--- src/rtl/lsa_line_position.sv ---
// Line-sensor frame assembler: weights four ordered ADC samples into a signed
// line-position error, thresholds them into a bitmap and counts malformed frames.
module lsa_line_position #(
    parameter logic [11:0]        THRESH   = 12'd2048,
    parameter logic signed [15:0] LOST_MAG = 16'sd20000
) (
    input  logic        clk,
    input  logic        rst,
    input  logic        sample_valid,
    input  logic [1:0]  sample_ch,
    input  logic [11:0] sample_data,
    output logic        frame_valid,
    output logic [15:0] position,
    output logic [3:0]  line_bits,
    output logic        line_lost,
    output logic        frame_err,
    output logic [7:0]  err_count
);

    // state   | meaning
    // IDLE    | waiting for ch0 to open a frame
    // COLLECT | frame open, waiting for expect_ch (1..3)
    typedef enum logic {
        IDLE    = 1'b0,
        COLLECT = 1'b1
    } state_t;

    state_t             state, state_next;
    logic signed [15:0] acc;
    logic [3:0]         bits;
    logic [1:0]         expect_ch;
    logic               last_dir;

    logic [15:0]        d1, d3;
    logic signed [15:0] term, acc_sum;
    logic               hit;
    logic [3:0]         hit_vec, bits_sum;
    logic               load_first, accumulate, publish, err;

    // x3 as d + 2d, no multiplier
    assign d1 = {4'b0000, sample_data};
    assign d3 = d1 + {3'b000, sample_data, 1'b0};
    assign hit = (sample_data >= THRESH);

    always_comb begin
        term    = '0;
        hit_vec = '0;
        case (sample_ch)
            2'd0:    term = -$signed(d3);
            2'd1:    term = -$signed(d1);
            2'd2:    term = $signed(d1);
            default: term = $signed(d3);
        endcase
        hit_vec[sample_ch] = hit;
    end

    assign acc_sum  = acc + term;
    assign bits_sum = bits | hit_vec;

    always_ff @(posedge clk) begin
        if (rst) state <= IDLE;
        else     state <= state_next;
    end

    always_comb begin
        state_next = state;
        load_first = 1'b0;
        accumulate = 1'b0;
        publish    = 1'b0;
        err        = 1'b0;
        if (sample_valid) begin
            case (state)
                IDLE: begin
                    if (sample_ch == 2'd0) begin
                        load_first = 1'b1;
                        state_next = COLLECT;
                    end else begin
                        err = 1'b1;
                    end
                end
                default: begin
                    if (sample_ch == expect_ch) begin
                        accumulate = 1'b1;
                        if (sample_ch == 2'd3) begin
                            publish    = 1'b1;
                            state_next = IDLE;
                        end
                    end else if (sample_ch == 2'd0) begin
                        // a stray ch0 restarts the frame rather than being dropped
                        err        = 1'b1;
                        load_first = 1'b1;
                    end else begin
                        err        = 1'b1;
                        state_next = IDLE;
                    end
                end
            endcase
        end
    end

    always_ff @(posedge clk) begin
        if (rst) begin
            frame_valid <= 1'b0;
            position    <= '0;
            line_bits   <= '0;
            line_lost   <= 1'b0;
            frame_err   <= 1'b0;
            err_count   <= '0;
            acc         <= '0;
            bits        <= '0;
            expect_ch   <= '0;
            last_dir    <= 1'b0;
        end else begin
            frame_valid <= publish;
            frame_err   <= err;
            if (err && err_count != 8'hFF) err_count <= err_count + 8'd1;

            if (load_first) begin
                acc       <= term;
                bits      <= hit_vec;
                expect_ch <= 2'd1;
            end else if (accumulate) begin
                acc       <= acc_sum;
                bits      <= bits_sum;
                expect_ch <= expect_ch + 2'd1;
            end else if (err) begin
                expect_ch <= 2'd0;
            end

            if (publish) begin
                line_bits <= bits_sum;
                if (bits_sum != 4'd0) begin
                    position  <= acc_sum;
                    line_lost <= 1'b0;
                    last_dir  <= acc_sum[15];
                end else begin
                    // line lost: steer hard toward the side it was last seen
                    position  <= last_dir ? -LOST_MAG : LOST_MAG;
                    line_lost <= 1'b1;
                end
            end
        end
    end

endmodule

--- config.mk ---
export PLATFORM = sky130hd
export DESIGN_NAME = lsa_line_position
export DESIGN_NICKNAME = d
export VERILOG_FILES = /design/src/rtl/lsa_line_position.sv
export SDC_FILE = /design/constraint.sdc
export NUM_CORES = 1
export LEC_CHECK = 0
export CORE_MARGIN = 2
export CORE_UTILIZATION = 55
export CTS_BUF_LIST = sky130_fd_sc_hd__clkbuf_2 sky130_fd_sc_hd__clkbuf_4 sky130_fd_sc_hd__clkbuf_8
export DETAILED_ROUTE_END_ITERATION = 16
export PLACE_DENSITY = 0.78
export SYNTH_ARGS = -nofsm -noshare
export SYNTH_HDL_FRONTEND = slang
export SYNTH_SLANG_ARGS = --single-unit
--- constraint.sdc ---
create_clock -name clk -period 6.9 [get_ports clk]
set_input_delay 1.38 -clock clk [delete_from_list [all_inputs] [get_ports clk]]
set_output_delay 1.38 -clock clk [all_outputs]
set_load 0.01 [all_outputs]
==> flow_metrics.env, run 1 <==
export IMPL_synth_async_reset_ratio=0
export IMPL_ctsHoldBuffers=0
export IMPL_routabilityCongestion=0.912
export IMPL_yosysTopAreaCell="dfxtp_1"
export IMPL_grt_overflow=0
export IMPL_min_path_type="flip-flop to flip-flop"
export IMPL_crit_fanout=4
export IMPL_leakage_nw=2.05
export IMPL_synth_top_area_frac=0.242
export IMPL_cap_violations=0
export IMPL_dieWidth_um=95.0
export IMPL_ctsResizeCount=0
export IMPL_finalPower_mw=0.854
export IMPL_slew_viol_final=0
export IMPL_port_buffer_count=47
export IMPL_grt_setup_unrepaired="false"
export IMPL_slew_headroom=0.299
export IMPL_crit_type="input port to flip-flop"
export IMPL_worstSetupPathDepth=20
export IMPL_fin_hold_ws_ns=0.460
export IMPL_synth_area_mm2=0.00455
export IMPL_powerDensity_mw_per_mm2=164
export IMPL_syn_to_final_growth_pct=14.4
export IMPL_num_rows=33
export IMPL_n_antenna_cell=0
export IMPL_io_pins=48
export IMPL_crit_path_end_kind="flip-flop"
export IMPL_cts_setup_buffers=0
export IMPL_ant_nets=0
export IMPL_fin_crit_ns=6.36
export IMPL_cts_buffer_depth=2
export IMPL_cp_slowest_stage_delay_ns=0.53
export IMPL_synthTopCellsByArea="dfxtp_1, ha_1, nor2_1"
export IMPL_critPathBufInv=2
export IMPL_finalNetCount=683
export IMPL_root_buffer="clkbuf_8"
export IMPL_startpoint="sample_data[1]"
export IMPL_synth_nets=647
export IMPL_dr_pass1_iters=5
export IMPL_syn_inst=586
export IMPL_cts_tree="built"
export IMPL_drc=0
export IMPL_stdcell_count=728
export IMPL_grt_pass1_wl_um=19600
export IMPL_ys_types=70
export IMPL_r2r_slack_ns=3.72
export IMPL_antenna_found_initial=0
export IMPL_start_util=0.559
export IMPL_cts_clk_slew_worst_paths_ns=0.11
export IMPL_synthFlopType="dfxtp_1"
export IMPL_endpoint="last_dir"
export IMPL_die_h_um=95.0
export IMPL_r2r_end="position[14]"
export IMPL_synth_seq_area_share=0.242
export IMPL_hold_path_startpoint="line_lost"
export IMPL_hpwl_um=9020
export IMPL_syn_area_per_cell_um2=7.76
export IMPL_r2r_start="acc[0]"
export IMPL_finalSetupViolations=0
export IMPL_tightestPinTransition_ns=1.04
export IMPL_setup_tns_ns=0
export IMPL_r2r_cells=11
export IMPL_drt_iter0_markers=276
export IMPL_grt_max_degree=50
export IMPL_vias_per_cell=6.12
export IMPL_core_area_mm2=0.00813
export IMPL_die_area_mm2=0.00902
export IMPL_cp_arrival_ns=6.60
export IMPL_drive_gt1_frac=0.0610
export IMPL_ys_ff_latch=55
export IMPL_irDropWorstVdd_mv=0.103
export IMPL_routed_wirelength_um=11700
export IMPL_worst_setup_path_start_kind="input port"
export IMPL_numCtsBuffers=5
export IMPL_grt_use_total=0.271
export IMPL_grt_pass1_vias=4160
export IMPL_max_freq_ghz=0.157
export IMPL_finalCritPeriodShare=0.922
export IMPL_wire_per_inst_um=16.1
export IMPL_hold_viol=0
export IMPL_status="finished clean"
export IMPL_cts_sinks=55
export IMPL_clock_latency_ns=0.32
export IMPL_vias=4455
export IMPL_numPlacedInstances=720
export IMPL_finalClockSkew_ns=0.0110
export IMPL_slowest_stage="clkdlybuf4s50_1"
export IMPL_critPathRequiredTime_ns=7.14
export IMPL_synth_edf_count=0
export IMPL_path_cells="clkdlybuf4s50_1, ha_1, inv_1, fa_1, nand2b_1, a21oi_1, xor2_1, nor4_2, o211ai_1, nor3_1, xnor2_1, mux4_2, ha_1, a21oi_1, nor2b_1, a311oi_1, o21ai_0, a311oi_1, nor3_1, o41ai_2"
export IMPL_synth_warnings=0
export IMPL_crit_family="compound AO/OA/AOI/OAI gates"
export IMPL_h_tree_depth=2
## sequential cells by signal, summed over array words and instances, names as in the netlist
name and count:
last_dir 1, line_lost 1, position 16, acc 16, err_count 8, expect_ch 2
bits 4, frame_valid 1, line_bits 4, state 1, frame_err 1
## cell type report
type,count,area (um^2)
repair buffers,53,515
clock buffers,5,68.8
multi-input cells,485,3280
fillers,743,2930
well taps,105,131
flip-flops and latches,55,1100
clock inverters,3,27.5
inverters,22,82.6
## tightest hold or removal path, delay by kind of cell, from the launching register on
family | cells | cell delay (ns)
AO/OA/AOI/OAI | 1 | 0.05
flip-flops | 1 | 0.33
AND/OR/NAND/NOR | 1 | 0.05
## layout by cell type (no fill, tap or decap), drive strengths merged, types with 21 or more instances in the layout
| cell | n |
|---|---|
| a21oi | 49 |
| o21ai | 33 |
| dfxtp | 55 |
| xnor2 | 27 |
| inv | 21 |
| nor2 | 75 |
| ha | 42 |
| clkdlybuf4s50 | 47 |
| nand2 | 69 |
| nor3 | 24 |
## layer usage
| metal | routed length [um] | GRT usage | share of wire |
|---|---|---|---|
| met3 | 576 | 0.0287 | 0.049 |
| met4 | 176 | 0.0713 | 0.015 |
| met1 | 5430 | 0.366 | 0.46 |
| met5 | 0 | 0 | 0 |
| met2 | 5510 | 0.459 | 0.47 |
## how the worst min path moves through the flow
stage,cells past startpoint,to
final,2,line_lost
after global routing,2,line_bits[2]
after CTS,2,line_lost
after detailed placement,2,line_lost
after global placement,2,line_lost
after floorplan,2,acc[3]
## report_power, final
part / internal, mW / switching [mW]
Clock: 0.0749 / 0.121
Combinational: 0.129 / 0.194
Sequential: 0.327 / 0.00758
Total: 0.531 / 0.322
## synth_stat cells (all sizes together) (3+ instances only)
| library cell | instances |
|---|---|
| nor2 | 75 |
| nand2 | 69 |
| dfxtp | 55 |
| a21oi | 49 |
| ha | 42 |
| o21ai | 33 |
| xnor2 | 27 |
| nor3 | 24 |
| clkbuf | 22 |
| inv | 20 |
| xor2 | 17 |
| a21o | 12 |
| nand3 | 12 |
| a311oi | 11 |
| a31oi | 7 |
| and3 | 7 |
| nand4 | 6 |
| nor4 | 6 |
| a211oi | 5 |
| mux4 | 5 |
| a22oi | 4 |
| a32oi | 4 |
| and4 | 4 |
| o2111ai | 4 |
| o211ai | 4 |
| o22ai | 4 |
| o31ai | 4 |
| and2 | 3 |
| nand2b | 3 |
| or3 | 3 |
## cells by family (layout without fill, tap and decap cells)
kind of cell	Yosys count	after routing	share of synthesized area
AND/OR/NAND/NOR	222	222	0.223
AO/OA/AOI/OAI	168	168	0.259
flip-flops	55	55	0.242
buffers and inverters	46	83	0.0380
adder cells (fa/ha/maj)	44	44	0.124
XOR/XNOR	44	44	0.0847
multiplexers	7	7	0.0292
## stage by stage
step	setup WS (ns)	area [um^2]	utilization
global route	0.0393	5200	0.640
global placement	0.366	5110	0.628
finish	0.538	5200	0.640
detailed placement	0.249	5110	0.628
floorplan	1.22	4550	-
CTS	0.585	5200	0.640
No activity file was read; power rests on OpenSTA's default activity.
==> run 2: changes to the inputs <==
Settings changed: CORE_UTILIZATION 55 to 59, PLACE_DENSITY 0.78 to 0.83.
==> flow_metrics.env, run 2 (synthesis results as in run 1) <==
export IMPL_vias_per_cell=6.12
export IMPL_routabilityCongestion=0.969
export IMPL_n_antenna_cell=0
export IMPL_startpoint="sample_data[1]"
export IMPL_hold_viol=0
export IMPL_setup_tns_ns=0
export IMPL_grt_setup_unrepaired="false"
export IMPL_finalSetupViolations=0
export IMPL_dr_pass1_iters=5
export IMPL_status="finished clean"
export IMPL_leakage_nw=2.05
export IMPL_syn_to_final_growth_pct=14.4
export IMPL_cp_arrival_ns=6.72
export IMPL_r2r_slack_ns=3.66
export IMPL_numCtsBuffers=5
export IMPL_irDropWorstVdd_mv=0.0961
export IMPL_drive_gt1_frac=0.0626
export IMPL_finalClockSkew_ns=0.0106
export IMPL_min_path_type="flip-flop to flip-flop"
export IMPL_slew_viol_final=0
export IMPL_worst_setup_path_start_kind="input port"
export IMPL_r2r_start="acc[1]"
export IMPL_core_area_mm2=0.00761
export IMPL_grt_pass1_vias=4084
export IMPL_drt_iter0_markers=354
export IMPL_cts_buffer_depth=2
export IMPL_vias=4436
export IMPL_cap_violations=0
export IMPL_crit_fanout=4
export IMPL_cts_tree="built"
export IMPL_die_h_um=91.8
export IMPL_root_buffer="clkbuf_8"
export IMPL_start_util=0.598
export IMPL_crit_path_end_kind="flip-flop"
export IMPL_wire_per_inst_um=15.7
export IMPL_drc=0
export IMPL_min_to="position[3]"
export IMPL_r2r_end="acc[15]"
export IMPL_hold_path_startpoint="position[3]"
export IMPL_ant_nets=0
export IMPL_routed_wirelength_um=11400
export IMPL_grt_max_degree=50
export IMPL_dieWidth_um=91.8
export IMPL_top_regs="acc: 16 flops, position: 16 flops, err_count: 8 flops"
export IMPL_hpwl_um=8790
export IMPL_powerDensity_mw_per_mm2=163
export IMPL_layout_common_cells="nor2_1, nand2_1, dfxtp_1, a21oi_1, clkdlybuf4s50_1"
export IMPL_max_freq_ghz=0.155
export IMPL_tightestPinTransition_ns=1.01
export IMPL_antenna_found_initial=0
export IMPL_finalNetCount=683
export IMPL_clock_latency_ns=0.32
export IMPL_grt_pass1_wl_um=19100
export IMPL_cts_setup_buffers=0
export IMPL_finalPower_mw=0.851
export IMPL_mostFrequentLayoutCell="nor2_1"
export IMPL_port_buffer_count=47
export IMPL_r2r_cells=10
export IMPL_critPathRequiredTime_ns=7.17
export IMPL_pre_cts_ws_ns=0.161
export IMPL_crit_type="input port to flip-flop"
export IMPL_hold_depth=2
export IMPL_cts_sinks=55
export IMPL_cts_clk_slew_worst_paths_ns=0.11
export IMPL_io_pins=48
export IMPL_slew_headroom=0.321
export IMPL_fin_crit_ns=6.45
export IMPL_layout_setup_ws_ns=0.451
export IMPL_die_area_mm2=0.00843
export IMPL_h_tree_depth=2
export IMPL_grt_use_total=0.275
export IMPL_grt_overflow=0
export IMPL_num_rows=32
export IMPL_finalCritPeriodShare=0.935
run 2: worst max-delay path, stage by stage:
cell and delay [ns]:
clkdlybuf4s50_1 0.55, ha_1 0.23, inv_1 0.07, fa_1 0.39, xor2_1 0.39, nand2_1 0.20, nor4_2 0.32, o211ai_1 0.28
nor3_1 0.29, xnor2_1 0.10, mux4_2 0.51, ha_1 0.33, and3_1 0.19, a311oi_1 0.38, o21ai_0 0.29, a311o_2 0.46
a31oi_1 0.19, o211a_1 0.16
run 2: through the flow:
step / instances / area, um^2 / util / hold WS [ns]
finish: 725 / 5200 / 0.684 / 0.461
global route: 725 / 5200 / 0.684 / 0.484
CTS: 725 / 5200 / 0.683 / 0.462
detailed placement: 717 / 5100 / 0.671 / 0.447
global placement: 717 / 5100 / 0.671 / 0.440
floorplan: 586 / 4550 / - / 0.436
run 2: worst max-delay path by stage:
stage,endpoint,depth (start not counted)
finish,acc[15],18
global route,acc[15],20
CTS,last_dir,19
detailed placement,last_dir,19
global placement,last_dir,19
floorplan,last_dir,18
run 2: what timing repair did:
| item | in CTS | in global routing |
|---|---|---|
| hold buffers | 0 | 0 |
| endpoints found under the hold margin | 0 | 0 |
| setup endpoints to repair | 0 | 2 |
| gates resized for setup | 0 | 1 |
run 2: cell type report:
class	instances	area, um^2
fillers	650	2400
flip-flops and latches	55	1100
clock inverters	3	27.5
clock buffers	5	68.8
multi-input cells	485	3280
repair buffers	53	515
well taps	102	128
inverters	22	82.6
run 2: layer usage:
metal | share of wire | global-route usage | vias up
met5 | 0 | 0 | -
met4 | 0.022 | 0.0759 | 0
met3 | 0.056 | 0.0394 | 23
met2 | 0.48 | 0.474 | 157
met1 | 0.44 | 0.359 | 2043
li1 | - | - | 2213
run 2: power by group:
part | internal [mW] | switching [mW] | leakage [nW] | total [mW]
clock network | 0.0749 | 0.118 | 0.0463 | 0.193
logic | 0.129 | 0.194 | 1.56 | 0.323
registers | 0.327 | 0.00774 | 0.446 | 0.335
total | 0.531 | 0.319 | 2.05 | 0.851
